## src/rtl/ifsram_pkg.sv

```systemverilog
// Shared definitions for the input-feature SRAM reader/writer blocks:
// FSM encodings, default geometry and a small width helper.
package ifsram_pkg;

  typedef enum logic [1:0] {
    ST_IDLE  = 2'd0,
    ST_WRITE = 2'd1,
    ST_DONE  = 2'd2
  } wr_state_t;

  localparam int IFS_TBITS  = 64;
  localparam int IFS_TBYTE  = 8;
  localparam int IFS_ROW    = 3;
  localparam int IFS_COL    = 15;
  localparam int IFS_CH     = 4;
  localparam int IFS_ADDR_W = 11;

  // Bits needed to count 0..n-1, never less than one.
  function automatic int min_width(input int n);
    return (n > 1) ? $clog2(n) : 1;
  endfunction

endpackage

```

## src/rtl/ifsram_addr_gen.sv

```systemverilog
// Address generator for the feature-row ring buffer: ch innermost, then col,
// then row, with the slot wrapping ROW-1 -> 0. Column COL is only visited
// when PAD_EN is set (zero-padding column).
module ifsram_addr_gen
  import ifsram_pkg::*;
#(
  parameter int ROW    = IFS_ROW,
  parameter int COL    = IFS_COL,
  parameter int CH     = IFS_CH,
  parameter bit PAD_EN = 1'b0
) (
  input  logic                  clk,
  input  logic                  reset,
  input  logic                  load,
  input  logic [1:0]            load_slot,
  input  logic [1:0]            load_rows,
  input  logic                  step,
  output logic [IFS_ADDR_W-1:0] addr,
  output logic                  in_pad,
  output logic                  last_word,
  output logic [1:0]            slot_wrap
);

  localparam int CH_W      = min_width(CH);
  localparam int COL_W     = min_width(COL + 1);
  localparam int LAST_COL  = PAD_EN ? COL : COL - 1;
  localparam int ROW_WORDS = (COL + 1) * CH;

  logic [CH_W-1:0]  ch_reg;
  logic [COL_W-1:0] col_reg;
  logic [1:0]       slot_reg;
  logic [1:0]       rows_left_reg;

  logic ch_last, col_last, row_last;

  assign ch_last   = (int'(ch_reg) == CH - 1);
  assign col_last  = (int'(col_reg) == LAST_COL);
  assign row_last  = (rows_left_reg == 2'd0);
  assign slot_wrap = (int'(slot_reg) == ROW - 1) ? 2'd0 : slot_reg + 2'd1;
  assign in_pad    = PAD_EN && (int'(col_reg) == COL);
  assign last_word = ch_last && col_last && row_last;
  assign addr      = IFS_ADDR_W'(int'(slot_reg) * ROW_WORDS + int'(col_reg) * CH + int'(ch_reg));

  // Counters load on an accepted command and advance one word per step.
  always_ff @(posedge clk) begin
    if (reset) begin
      ch_reg        <= '0;
      col_reg       <= '0;
      slot_reg      <= '0;
      rows_left_reg <= '0;
    end else if (load) begin
      ch_reg        <= '0;
      col_reg       <= '0;
      slot_reg      <= load_slot;
      rows_left_reg <= load_rows - 2'd1;
    end else if (step) begin
      if (ch_last) begin
        ch_reg <= '0;
        if (col_last) begin
          col_reg       <= '0;
          slot_reg      <= slot_wrap;
          rows_left_reg <= rows_left_reg - 2'd1;
        end else begin
          col_reg <= col_reg + 1'b1;
        end
      end else begin
        ch_reg <= ch_reg + 1'b1;
      end
    end
  end

endmodule

```

## src/rtl/ifsram_w.sv

```systemverilog
// Input-feature SRAM writer: streams DRAM words into the ifsram ring buffer
// one feature row at a time. Build option IFSRAM_W_PAD_ZERO_EN appends CH
// zero words (column COL) after each row without consuming input.
module ifsram_w
  import ifsram_pkg::*;
#(
  parameter int TBITS = IFS_TBITS,
  parameter int TBYTE = IFS_TBYTE,
  parameter int ROW   = IFS_ROW,
  parameter int COL   = IFS_COL,
  parameter int CH    = IFS_CH
) (
  input  logic                  clk,
  input  logic                  reset,
  input  logic                  if_write_start,
  input  logic [1:0]            wr_rows,
  output logic                  if_write_busy,
  output logic                  if_write_done,
  input  logic                  din_valid,
  output logic                  din_ready,
  input  logic [TBITS-1:0]      din,
  output logic                  cen_writes_ifsram,
  output logic                  wen_writes_ifsram,
  output logic [IFS_ADDR_W-1:0] addr_write_ifsram,
  output logic [TBITS-1:0]      data_write_ifsram,
  output logic [1:0]            row_slot
);

`ifdef IFSRAM_W_PAD_ZERO_EN
  localparam bit PAD_EN = 1'b1;
`else
  localparam bit PAD_EN = 1'b0;
`endif

  localparam int LANE = TBITS / TBYTE;

  wr_state_t state_reg, state_next;
  logic [1:0] row_slot_reg;
  logic [1:0] rows_eff;
  logic       active, load, write_fire, pad_fire, step;
  logic       in_pad, last_word;
  logic [1:0] slot_wrap;
  logic [IFS_ADDR_W-1:0] addr_cur;

  // Reset also masks outputs combinationally so an abort never writes.
  assign active     = (state_reg == ST_WRITE) && !reset;
  assign load       = (state_reg == ST_IDLE) && if_write_start && !reset;
  assign rows_eff   = (wr_rows == 2'd0) ? 2'd1 : wr_rows;
  assign write_fire = active && !in_pad && din_valid;
  assign pad_fire   = active && in_pad;
  assign step       = write_fire || pad_fire;

  ifsram_addr_gen #(
    .ROW    (ROW),
    .COL    (COL),
    .CH     (CH),
    .PAD_EN (PAD_EN)
  ) u_addr_gen (
    .clk       (clk),
    .reset     (reset),
    .load      (load),
    .load_slot (row_slot_reg),
    .load_rows (rows_eff),
    .step      (step),
    .addr      (addr_cur),
    .in_pad    (in_pad),
    .last_word (last_word),
    .slot_wrap (slot_wrap)
  );

  // State register.
  always_ff @(posedge clk) begin
    if (reset) state_reg <= ST_IDLE;
    else       state_reg <= state_next;
  end

  // Next-state and status outputs.
  always_comb begin
    state_next    = state_reg;
    if_write_busy = 1'b0;
    if_write_done = 1'b0;
    case (state_reg)
      ST_IDLE:  if (if_write_start) state_next = ST_WRITE;
      ST_WRITE: begin
        if_write_busy = !reset;
        if (step && last_word) state_next = ST_DONE;
      end
      ST_DONE: begin
        if_write_done = !reset;
        state_next    = ST_IDLE;
      end
      default:  state_next = ST_IDLE;
    endcase
  end

  // The slot after the final row becomes the first slot of the next command.
  always_ff @(posedge clk) begin
    if (reset)                  row_slot_reg <= 2'd0;
    else if (step && last_word) row_slot_reg <= slot_wrap;
  end

  assign row_slot          = row_slot_reg;
  assign din_ready         = active && !in_pad;
  assign cen_writes_ifsram = !step;
  assign wen_writes_ifsram = !step;
  assign addr_write_ifsram = step ? addr_cur : '0;

  // Data lanes: input word on a real write, zero on pad or idle cycles.
  for (genvar gi = 0; gi < TBYTE; gi++) begin : g_lane
    assign data_write_ifsram[gi*LANE +: LANE] = write_fire ? din[gi*LANE +: LANE] : '0;
  end

endmodule
```

## config.mk

```make
export PLATFORM = sky130hd
export DESIGN_NAME = ifsram_w
export DESIGN_NICKNAME = d
export VERILOG_FILES = /design/src/rtl/ifsram_pkg.sv /design/src/rtl/ifsram_addr_gen.sv /design/src/rtl/ifsram_w.sv
export SDC_FILE = /design/constraint.sdc
export NUM_CORES = 1
export LEC_CHECK = 0
export BUFFER_PORTS_ARGS = -buffer_cell sky130_fd_sc_hd__buf_2
export CAP_MARGIN = 10
export CORE_ASPECT_RATIO = 0.8
export CORE_UTILIZATION = 32
export DETAILED_ROUTE_END_ITERATION = 6
export GPL_TIMING_DRIVEN = 0
export PLACE_DENSITY = 0.85
export REMOVE_ABC_BUFFERS = 1
export SKIP_LAST_GASP = 1
export SYNTH_ARGS = -nofsm -noshare
export SYNTH_HDL_FRONTEND = slang
export SYNTH_SLANG_ARGS = --single-unit
```

## constraint.sdc

```tcl
create_clock -name clk -period 2.35 [get_ports clk]
set_clock_uncertainty 0.15 [all_clocks]
set_input_delay 0.3525 -clock clk [delete_from_list [all_inputs] [get_ports clk]]
set_output_delay 0.3525 -clock clk [all_outputs]
set_load 0.02 [all_outputs]
```

# After elaboration in Yosys (flattened, before gate mapping)

Cells that the tools add are included.

Logic and storage cells: 65
Input bits: 70
Output and inout bits: 82
Bits in registers: 14

Add/subtract/negate cells: 7
Muxes and demuxes: 26
Equality and inequality tests: 7
Reduce and logical (&&, ||, !) cells: 19

Operator list:

| operator            | count |
|---|---|
| $mux 8              | 8 |
| $mux 2              | 13 |
| $add 11x3->11       | 1 |
| $mux 11             | 1 |
| $add 8x6->9         | 1 |
| $logic_and 1x1->1   | 7 |
| $logic_not 2->1     | 3 |
| $reduce_bool 2->1   | 3 |
| $add 2x1->2 const B | 2 |
| $add 4x1->4 const B | 1 |
| $eq 2x1->1 const B  | 2 |
| $eq 2x2->1 const B  | 2 |
| $eq 4x2->1 const B  | 1 |
| $mux 4              | 1 |
| $pmux 2 s2          | 1 |
| $reduce_and 2->1    | 2 |
| $sub 2x1->2 const B | 2 |
| $reduce_and 3->1    | 1 |
| $logic_not 1->1     | 2 |
| $mux 1              | 2 |
| $ne 2x1->1 const B  | 1 |
| $ne 2x2->1 const B  | 1 |
| $reduce_or 2->1     | 1 |

# Longest topological paths before layout

Gate-level depths: netlist of the first run.

Word-level depth: 6
Gate-level depth with buffers: 6
Mapped depth without buffers: 4

# Cells and area by module

A second synthesis of the first run with hierarchy kept.

Cell total of the unflattened synthesis: 173
Area total of the unflattened synthesis: 1301.2 um2

Modules (own cells, without submodules):

| module          | area each (um2) | cells an instance | seq. area each (um2) | instances |
|---|---|---|---|---|
| ifsram_w        | 723.2           | 109               | 80.1                 | 1 |
| ifsram_addr_gen | 578.1           | 64                | 200.2                | 1 |

# Least setup slack after synthesis of the first run

Ideal clock, no wire load.

Path kind: input to output
From: in reset
To: out if_write_busy
Path buffers: 2
Arrival time: 1.452 ns
Stages on the path: 3
Required time: 1.847 ns
Slack: 0.396 ns
Path through: clkbuf_1 -> nor3b_1 -> buf_4

Cells in the longest elaborated chain, start to end: 2

Ends and longest elaborated chain:

| item            | RTL line       | text |
|---|---|---|
| start, declared | ifsram_w.sv:14 | `input logic reset,` |
| $logic_not 1->1 | ifsram_w.sv:85 | `if_write_busy = !reset;` |
| $mux 1          | ifsram_w.sv:82 | `case (state_reg)` |
| end, declared   | ifsram_w.sv:17 | `output logic if_write_busy,` |

Every way passes these cells.

# Worst setup path after layout of the first run

From: reg state_reg[0]
To: out data_write_ifsram[5]

Cells in the longest elaborated chain, start to end: 4

Ends and longest elaborated chain:

| item                   | RTL line        | text |
|---|---|---|
| start, declared        | ifsram_w.sv:37  | `wr_state_t state_reg, state_next;` |
| start signal, assigned | ifsram_w.sv:74  | `else state_reg <= state_next;` |
| $eq 2x1->1             | ifsram_w.sv:46  | `assign active = (state_reg == ST_WRITE) && !reset;` |
| $logic_and 1x1->1      | ifsram_w.sv:46  |  |
| $logic_and 1x1->1      | ifsram_w.sv:49  | `assign write_fire = active && !in_pad && din_valid;` |
| $mux 8                 | ifsram_w.sv:110 | `assign data_write_ifsram[gi*LANE +: LANE] = write_fire ? din[gi*LANE +: LANE] : '0;` |
| end, declared          | ifsram_w.sv:25  | `output logic [TBITS-1:0] data_write_ifsram,` |

Every way passes these cells.

==> results of run 1 <==
## cell usage after synthesis, types with 3 or more instances
cell and instances:
nor2_1 9, and2_1 72, nor3b_1 3, dfxtp_1 14, buf_4 6, clkbuf_1 8, o21ai_1 3, a21oi_1 6
nand2_1 6
## worst min path at each step
stage          cells after the start                          end                  from
2_1_floorplan                      1  u_addr_gen.rows_left_reg[1]                 reset
3_3_place_gp                       2         u_addr_gen.ch_reg[1]  u_addr_gen.ch_reg[1]
3_5_place_dp                       2         u_addr_gen.ch_reg[1]  u_addr_gen.ch_reg[1]
4_1_cts                            2                  row_slot[1]                 reset
5_1_grt                            2                  row_slot[1]                 reset
6_report                           2                  row_slot[1]                 reset
## cells by family after synthesis
group	Yosys count	synth area share
compound gates	18	0.0981
xor+xnor	2	0.0145
fa+ha+maj	1	0.0103
buf+inv	19	0.0857
flops	14	0.231
mux	2	0.0165
other cells	1	0.00310
simple gates	105	0.540
## cell type report
type                    instances  area [um^2]  share of cell area
clock buffers                   4         55.1              0.0276
repair buffers                149          761               0.381
well taps                      42         52.6              0.0263
multi-input cells             131          838               0.420
flip-flops and latches         14          280               0.141
inverters                       2         7.51             0.00376
## stage by stage
stage / std cells / total power [mW]
floorplan: 147 / 0.362
global placement: 337 / 0.455
detailed placement: 338 / 0.462
CTS: 342 / 0.694
global route: 342 / 0.722
finish: 342 / 0.688
## worst max-delay path: cells and delay by family (launching register included)
family / cells / cell delay (ns)
buffers and inverters: 2 / 0.41
and+or+nand+nor: 2 / 0.60
DFF: 1 / 0.40
## metal layers
metal / global-route usage / vias up / wire [um]
met4: 0.0514 / 0 / 48
met5: 0 / - / 0
met2: 0.354 / 55 / 2140
met1: 0.220 / 670 / 1650
li1: - / 796 / -
met3: 0.0300 / 6 / 226
## report_power, final
| group | internal, mW | total [mW] | switching [mW] |
|---|---|---|---|
| logic | 0.0928 | 0.204 | 0.111 |
| registers | 0.246 | 0.255 | 0.00853 |
| clock network | 0.148 | 0.230 | 0.0817 |
| total | 0.487 | 0.688 | 0.201 |
==> results.sh, run 1 <==
export IMPL_core_area_mm2=0.00352
export IMPL_cts_tree="yes"
export IMPL_finalSetupTns_ns=0
export IMPL_root_buffer="clkbuf_8"
export IMPL_finalHoldViolations=0
export IMPL_yosysTopAreaCell="and2_1"
export IMPL_syn_avg_cell_area_um2=7.48
export IMPL_largest_reg_flops=4
export IMPL_period_needed_ns=2.17
export IMPL_layout_commonest_cell="buf_2"
export IMPL_rr_endpoint="u_addr_gen.ch_reg[0]"
export IMPL_critPathKind="flop to output port"
export IMPL_violations="design-rule violations"
export IMPL_setup_viol_count_final=0
export IMPL_power_density_mw_per_mm2=345
export IMPL_leakage_nw=1.17
export IMPL_grt_pass1_wl_mm=5.95
export IMPL_synth_area_mm2=0.00121
export IMPL_postSynth_asyncResetShare=0
export IMPL_slowest_stage="and4bb_4"
export IMPL_outcome="complete, but fails checks"
export IMPL_drc_errors=20
export IMPL_cts_buffers=3
export IMPL_ys_seq_area_frac=0.231
export IMPL_gp_congestion=0.779
export IMPL_critPathMaxFanout=58
export IMPL_rsz0062_at_grt="false"
export IMPL_slew_viol_final=0
export IMPL_vias=1527
export IMPL_clockBufferDepth=2
export IMPL_drt_iter0_drc=43
export IMPL_drv_cap=0
export IMPL_worstPathCellList="and4bb_4, buf_12, and2_1, buf_2"
export IMPL_overflow=0
export IMPL_io_buffer_count=148
export IMPL_syn_inst=162
export IMPL_ys_flop_type="dfxtp_1"
export IMPL_initial_core_util=0.344
export IMPL_max_stage_delay_ns=0.44
export IMPL_layout_common_cells="148 x buf_2, 72 x and2_1, 14 x dfxtp_1"
export IMPL_r2r_slack_ns=0.52
export IMPL_cts_resized=0
export IMPL_worst_setup_path_end_kind="output port"
export IMPL_dp_slack_ns=0.111
export IMPL_dieArea_mm2=0.00404
export IMPL_fin_nets=372
export IMPL_crit_start="state_reg[0]"
export IMPL_post_drt_wl_per_cell_um=11.9
export IMPL_io_pins=152
export IMPL_place_hpwl_mm=3.42
export IMPL_antenna_found_initial=0
export IMPL_viasPerCell=4.46
export IMPL_ir_worst_vdd_mv=0.209
export IMPL_utilization=0.567
export IMPL_cts_clk_slew_worst_paths_ns=0.06
export IMPL_tightest_slew_ns=0.536
export IMPL_ff2ff_path_depth=5
export IMPL_dpl_cell_area_mm2=0.00194
export IMPL_yosysWarnings=0
export IMPL_clk_latency_ns=0.24
export IMPL_reg2reg_from="state_reg[0]"
export IMPL_synth_edff_count=0
export IMPL_synth_ff_latch_count=14
export IMPL_syn_to_final_growth_pct=64.7
export IMPL_finalHoldWorstSlack_ns=0.276
export IMPL_n_antenna_cell=0
export IMPL_grt_usage=0.187
export IMPL_setup_slack_ns=0.180
export IMPL_yosys_area_top_type_share=0.372
export IMPL_start_kind="flop"
export IMPL_nFillCells=338
export IMPL_fin_area_mm2=0.00199
export IMPL_timing_slew_headroom=0.642
export IMPL_cts_setup_buffers=0
export IMPL_clock_sinks=14
export IMPL_holdBufCountCts=0
export IMPL_period_share=0.924
export IMPL_dr_pass1_iters=6
export IMPL_cts_max_level=1
export IMPL_chipWidth_um=70.8
export IMPL_arrival_ns=1.67
export IMPL_max_freq_mhz=461
export IMPL_drive_above_1_share=0.533
export IMPL_die_y_um=57.0
export IMPL_hp_class="primary input to flop"
export IMPL_grt_max_degree=59
export IMPL_grt_pass1_vias=1252
export IMPL_yosys_top_cells_area="and2_1 37%, dfxtp_1 23%, buf_4 3.7%"
export IMPL_yosysUniqueCellTypes=38
export IMPL_required_ns=1.85
export IMPL_drt_total_wl_mm=4.06
export IMPL_rows=19
export IMPL_cp_endpoint="data_write_ifsram[5]"
export IMPL_ant_nets=0
(Power assumes the default switching activity.)
==> run 2, diff against run 1 <==
--- a/config.mk
+++ b/config.mk
@@ -5,13 +5,14 @@
 export SDC_FILE = /design/constraint.sdc
 export NUM_CORES = 1
 export LEC_CHECK = 0
+export ABC_AREA = 1
 export BUFFER_PORTS_ARGS = -buffer_cell sky130_fd_sc_hd__buf_2
 export CAP_MARGIN = 10
 export CORE_ASPECT_RATIO = 0.8
-export CORE_UTILIZATION = 32
+export CORE_UTILIZATION = 41
 export DETAILED_ROUTE_END_ITERATION = 6
 export GPL_TIMING_DRIVEN = 0
-export PLACE_DENSITY = 0.85
+export PLACE_DENSITY = 0.87
 export REMOVE_ABC_BUFFERS = 1
 export SKIP_LAST_GASP = 1
 export SYNTH_ARGS = -nofsm -noshare
==> results.sh, run 2 <==
export IMPL_outcome="complete, no violations"
export IMPL_rsz0062_at_grt="false"
export IMPL_grt_pass1_vias=1784
export IMPL_viasPerCell=4.21
export IMPL_setup_slack_ns=0.124
export IMPL_syn_avg_cell_area_um2=7.46
export IMPL_grt_pass1_wl_mm=7.88
export IMPL_fin_area_mm2=0.00276
export IMPL_postSynth_asyncResetShare=0
export IMPL_ys_seq_area_frac=0.142
export IMPL_yosysWarnings=0
export IMPL_dpl_cell_area_mm2=0.00266
export IMPL_rr_endpoint="u_addr_gen.ch_reg[1]"
export IMPL_yosysMostFrequentCell="inv_1"
export IMPL_hp_start="reset"
export IMPL_max_freq_mhz=449
export IMPL_place_hpwl_mm=4.00
export IMPL_rows=22
export IMPL_critPathKind="flop to output port"
export IMPL_antenna_found_initial=0
export IMPL_grt_usage=0.195
export IMPL_cts_tree="yes"
export IMPL_largest_reg_flops=4
export IMPL_io_pins=152
export IMPL_drc_errors=0
export IMPL_fin_nets=481
export IMPL_synthTopCellsByCount="82 x inv_1, 63 x nor2_4, 23 x nor2_1, 22 x nand2_1, 14 x dfxtp_1"
export IMPL_power_density_mw_per_mm2=306
export IMPL_r2r_slack_ns=0.69
export IMPL_ir_worst_vdd_mv=0.201
export IMPL_total_power_mw=0.845
export IMPL_clockBufferDepth=2
export IMPL_gp_congestion=0.804
export IMPL_drv_cap=0
export IMPL_setup_viol_count_final=0
export IMPL_io_buffer_count=148
export IMPL_arrival_ns=1.72
export IMPL_hold_end="row_slot[0]"
export IMPL_drive_above_1_share=0.584
export IMPL_synth_ff_latch_count=14
export IMPL_hp_class="primary input to flop"
export IMPL_cts_clk_slew_worst_paths_ns=0.07
export IMPL_clk_latency_ns=0.25
export IMPL_nFillCells=419
export IMPL_yosys_area_top_type_share=0.360
export IMPL_required_ns=1.85
export IMPL_core_area_mm2=0.00460
export IMPL_post_drt_wl_per_cell_um=10.6
export IMPL_layout_commonest_cell="buf_2"
export IMPL_grt_max_degree=26
export IMPL_syn_to_final_growth_pct=40.3
export IMPL_holdPathStages=2
export IMPL_synth_area_mm2=0.00197
export IMPL_cts_max_level=1
export IMPL_period_share=0.947
export IMPL_yosysTopAreaCell="nor2_4"
export IMPL_slew_viol_final=0
export IMPL_drt_total_wl_mm=4.97
export IMPL_ys_flop_type="dfxtp_1"
export IMPL_vias=1974
export IMPL_overflow=0
export IMPL_chipWidth_um=79.5
export IMPL_start_kind="flop"
export IMPL_layout_common_cells="148 x buf_2, 82 x inv_1, 63 x nor2_4"
export IMPL_n_antenna_cell=0
export IMPL_dr_pass1_iters=4
export IMPL_initial_core_util=0.429
export IMPL_cts_buffers=3
export IMPL_leakage_nw=1.63
export IMPL_critPathMaxFanout=25
export IMPL_worst_setup_path_end_kind="output port"
export IMPL_reg2reg_from="state_reg[1]"
export IMPL_finalSetupTns_ns=0
export IMPL_synth_edff_count=0
export IMPL_root_buffer="clkbuf_8"
export IMPL_yosysUniqueCellTypes=25
export IMPL_yosys_top_cells_area="nor2_4 36%, inv_1 16%, dfxtp_1 14%"
export IMPL_period_needed_ns=2.23
export IMPL_finalHoldViolations=0
export IMPL_dieArea_mm2=0.00509
export IMPL_ant_nets=0
export IMPL_dp_slack_ns=0.123
export IMPL_holdBufCountCts=0
export IMPL_drt_iter0_drc=152
export IMPL_clock_sinks=14
export IMPL_ff2ff_path_depth=7
export IMPL_die_y_um=64.0
export IMPL_syn_inst=264
==> run 2: timing repair <==
| item | CTS | global route |
|---|---|---|
| hold endpoints to repair | 0 | 0 |
| pin swaps | 2 | 0 |
| cloned | 2 | 0 |
| buffers inserted | 1 | 0 |
| gates resized for setup | 1 | 1 |
| endpoints found under the setup margin | 49 | 23 |
==> run 2: critical path, cell delays in order, from the launching register on <==
cell and delay, ns:
dfxtp_1 0.33, inv_1 0.14, nand2_2 0.08, nor2_4 0.17, nand2_8 0.18, buf_16 0.25
nor2_1 0.12, buf_2 0.18
==> run 2: worst max path at each step <==
stage | from | to
CTS | state_reg[1] | data_write_ifsram[24]
global route | state_reg[1] | data_write_ifsram[54]
finish | state_reg[1] | data_write_ifsram[57]
floorplan | state_reg[0] | u_addr_gen.col_reg[3]
global placement | reset | wen_writes_ifsram
detailed placement | state_reg[0] | data_write_ifsram[54]
==> run 2: stage by stage <==
stage               hold slack [ns]  cells   util
floorplan                     0.272    253      -
global placement              0.318    461  0.570
detailed placement            0.321    462  0.579
CTS                           0.252    469  0.602
global route                  0.265    469  0.601
finish                        0.256    469  0.601
==> run 2: logic make-up (layout without fill, tap and decap cells) <==
kind of cell	after synthesis	in the layout	share of synthesized area
compound gates	14	14	0.0394
fa+ha+maj	1	1	0.00635
buf+inv	98	240	0.251
flops	14	14	0.142
other cells	1	3	0.00190
simple gates	136	137	0.559
==> run 2: cell type report <==
class                           count  area [um^2]  share of cell area
Clock buffer                        4         55.1              0.0199
Inverter                           85          322               0.116
Multi-Input combinational cell    155         1230               0.444
Sequential cell                    14          282               0.102
Tap cell                           60         75.1              0.0272
Timing Repair Buffer              151          803               0.291
==> run 2: power by group <==
part / total (mW) / internal, mW / switching, mW
Clock: 0.240 / 0.148 / 0.0912
Sequential: 0.255 / 0.247 / 0.00840
Combinational: 0.350 / 0.127 / 0.223
==> run 2: layer usage <==
metal  up-vias  share of wire  global-route usage
met2        76           0.51               0.347
met3         6          0.065              0.0357
met4         0          0.015              0.0523
li1       1024              -                   -
met1       868           0.41               0.237
met5         -              0                   0
==> run 3, diff against run 2 <==
==> constraint.sdc (replaced) <==
create_clock -name clk -period 2.43 [get_ports clk]
set_clock_uncertainty 0.15 [all_clocks]
set_input_delay 0.3645 -clock clk [delete_from_list [all_inputs] [get_ports clk]]
set_output_delay 0.3645 -clock clk [all_outputs]
set_load 0.02 [all_outputs]
==> results.sh, run 3 (synthesis gave the netlist of run 2 again) <==
export IMPL_outcome="complete, no violations"
export IMPL_cts_max_level=1
export IMPL_drc_errors=0
export IMPL_root_buffer="clkbuf_8"
export IMPL_ant_nets=0
export IMPL_drt_total_wl_mm=4.96
export IMPL_arrival_ns=1.75
export IMPL_rsz0062_at_grt="false"
export IMPL_hp_class="primary input to flop"
export IMPL_slew_viol_final=0
export IMPL_drive_above_1_share=0.584
export IMPL_holdBufCountCts=0
export IMPL_required_ns=1.92
export IMPL_viasPerCell=4.22
export IMPL_cts_tree="yes"
export IMPL_setup_slack_ns=0.168
export IMPL_instances_no_fill=469
export IMPL_gp_congestion=0.804
export IMPL_power_density_mw_per_mm2=295
export IMPL_dr_pass1_iters=4
export IMPL_leakage_nw=1.63
export IMPL_initial_core_util=0.429
export IMPL_met2_usage=0.346
export IMPL_largest_reg_flops=4
export IMPL_grt_max_degree=26
export IMPL_vias=1978
export IMPL_io_buffer_count=148
export IMPL_place_hpwl_mm=4.00
export IMPL_die_y_um=64.0
export IMPL_cts_clk_slew_worst_paths_ns=0.06
export IMPL_chipWidth_um=79.5
export IMPL_worst_setup_path_end_kind="output port"
export IMPL_ir_worst_vdd_mv=0.195
export IMPL_drv_cap=0
export IMPL_rows=22
export IMPL_n_antenna_cell=0
export IMPL_layout_common_cells="148 x buf_2, 82 x inv_1, 63 x nor2_4"
export IMPL_dp_slack_ns=0.191
export IMPL_busiest_layer="met2"
export IMPL_clk_latency_ns=0.24
export IMPL_syn_to_final_growth_pct=40.3
export IMPL_max_freq_mhz=442
export IMPL_critPathMaxFanout=25
export IMPL_grt_pass1_vias=1782
export IMPL_start_kind="flop"
export IMPL_met1_usage=0.236
export IMPL_period_share=0.931
export IMPL_grt_usage=0.194
export IMPL_clockBufferDepth=2
export IMPL_grt_pass1_wl_mm=7.86
export IMPL_clock_sinks=14
export IMPL_use_met3=0.0357
export IMPL_cts_buffers=3
export IMPL_drt_iter0_drc=121
export IMPL_critPathKind="flop to output port"
export IMPL_overflow=0
export IMPL_total_power_mw=0.816
export IMPL_finalHoldWorstSlack_ns=0.271
export IMPL_antenna_found_initial=0
export IMPL_fin_nets=481
export IMPL_setup_viol_count_final=0
export IMPL_layout_commonest_cell="buf_2"
export IMPL_finalHoldViolations=0
export IMPL_io_pins=152
export IMPL_post_drt_wl_per_cell_um=10.6
export IMPL_dieArea_mm2=0.00509
export IMPL_numPlacedInstances=462
export IMPL_nFillCells=420
export IMPL_period_needed_ns=2.26
export IMPL_core_area_mm2=0.00460
## run 3: cell counts in the layout (fill, tap and decap cells not counted)
Identical to the previous run, type by type.
## run 3: layout make-up
class | count | area [um^2] | share of cell area
multi-input combinational | 155 | 1230 | 0.444
timing repair buffer | 151 | 803 | 0.291
inverter | 85 | 322 | 0.116
sequential | 14 | 282 | 0.102
tap | 60 | 75.1 | 0.0272
clock buffer | 4 | 55.1 | 0.0199
## run 3: worst paths after layout
| kind | start | endpoint | slack (ns) | depth (start not counted) |
|---|---|---|---|---|
| max | state_reg[1] | data_write_ifsram[57] | 0.17 | 7 |
| max reg2reg | state_reg[1] | u_addr_gen.ch_reg[0] | 0.75 | 7 |
| min | reset | row_slot[0] | 0.27 | 2 |
| min reg2reg | row_slot[0] | row_slot[0] | 0.33 | 2 |
## run 3: timing repair
action / 4_1_cts / 5_1_grt
resized for setup: 1 / 1
cloned: 2 / 0
setup endpoints to repair: 49 / 22
endpoints found under the hold margin: 0 / 0
pin swaps: 1 / 1
buffers inserted: 0 / 1
## run 3: metrics by stage
stage	utilization	cell area, um^2	setup TNS, ns
after floorplan	-	1800	-100.41
after global placement	0.570	2620	-95.11
after detailed placement	0.579	2660	0
after CTS	0.601	2760	0
after global routing	0.601	2760	0
final	0.601	2760	0
## run 3: metal layers
metal / wire length, um / part of all wire
met1: 2010 / 0.41
met2: 2550 / 0.52
met3: 316 / 0.064
met4: 76 / 0.015
met5: 0 / 0
## run 3: power breakdown
part           internal (mW)  switching (mW)
logic                  0.123           0.216
clock network          0.143          0.0870
registers              0.239         0.00808
## run 3: worst max-delay path, stage by stage (launching register included)
cell	delay (ns)
dfxtp_1	0.33
inv_1	0.14
nand2_2	0.08
nor2_4	0.19
nand2_8	0.19
buf_16	0.25
nor2_1	0.12
buf_2	0.18
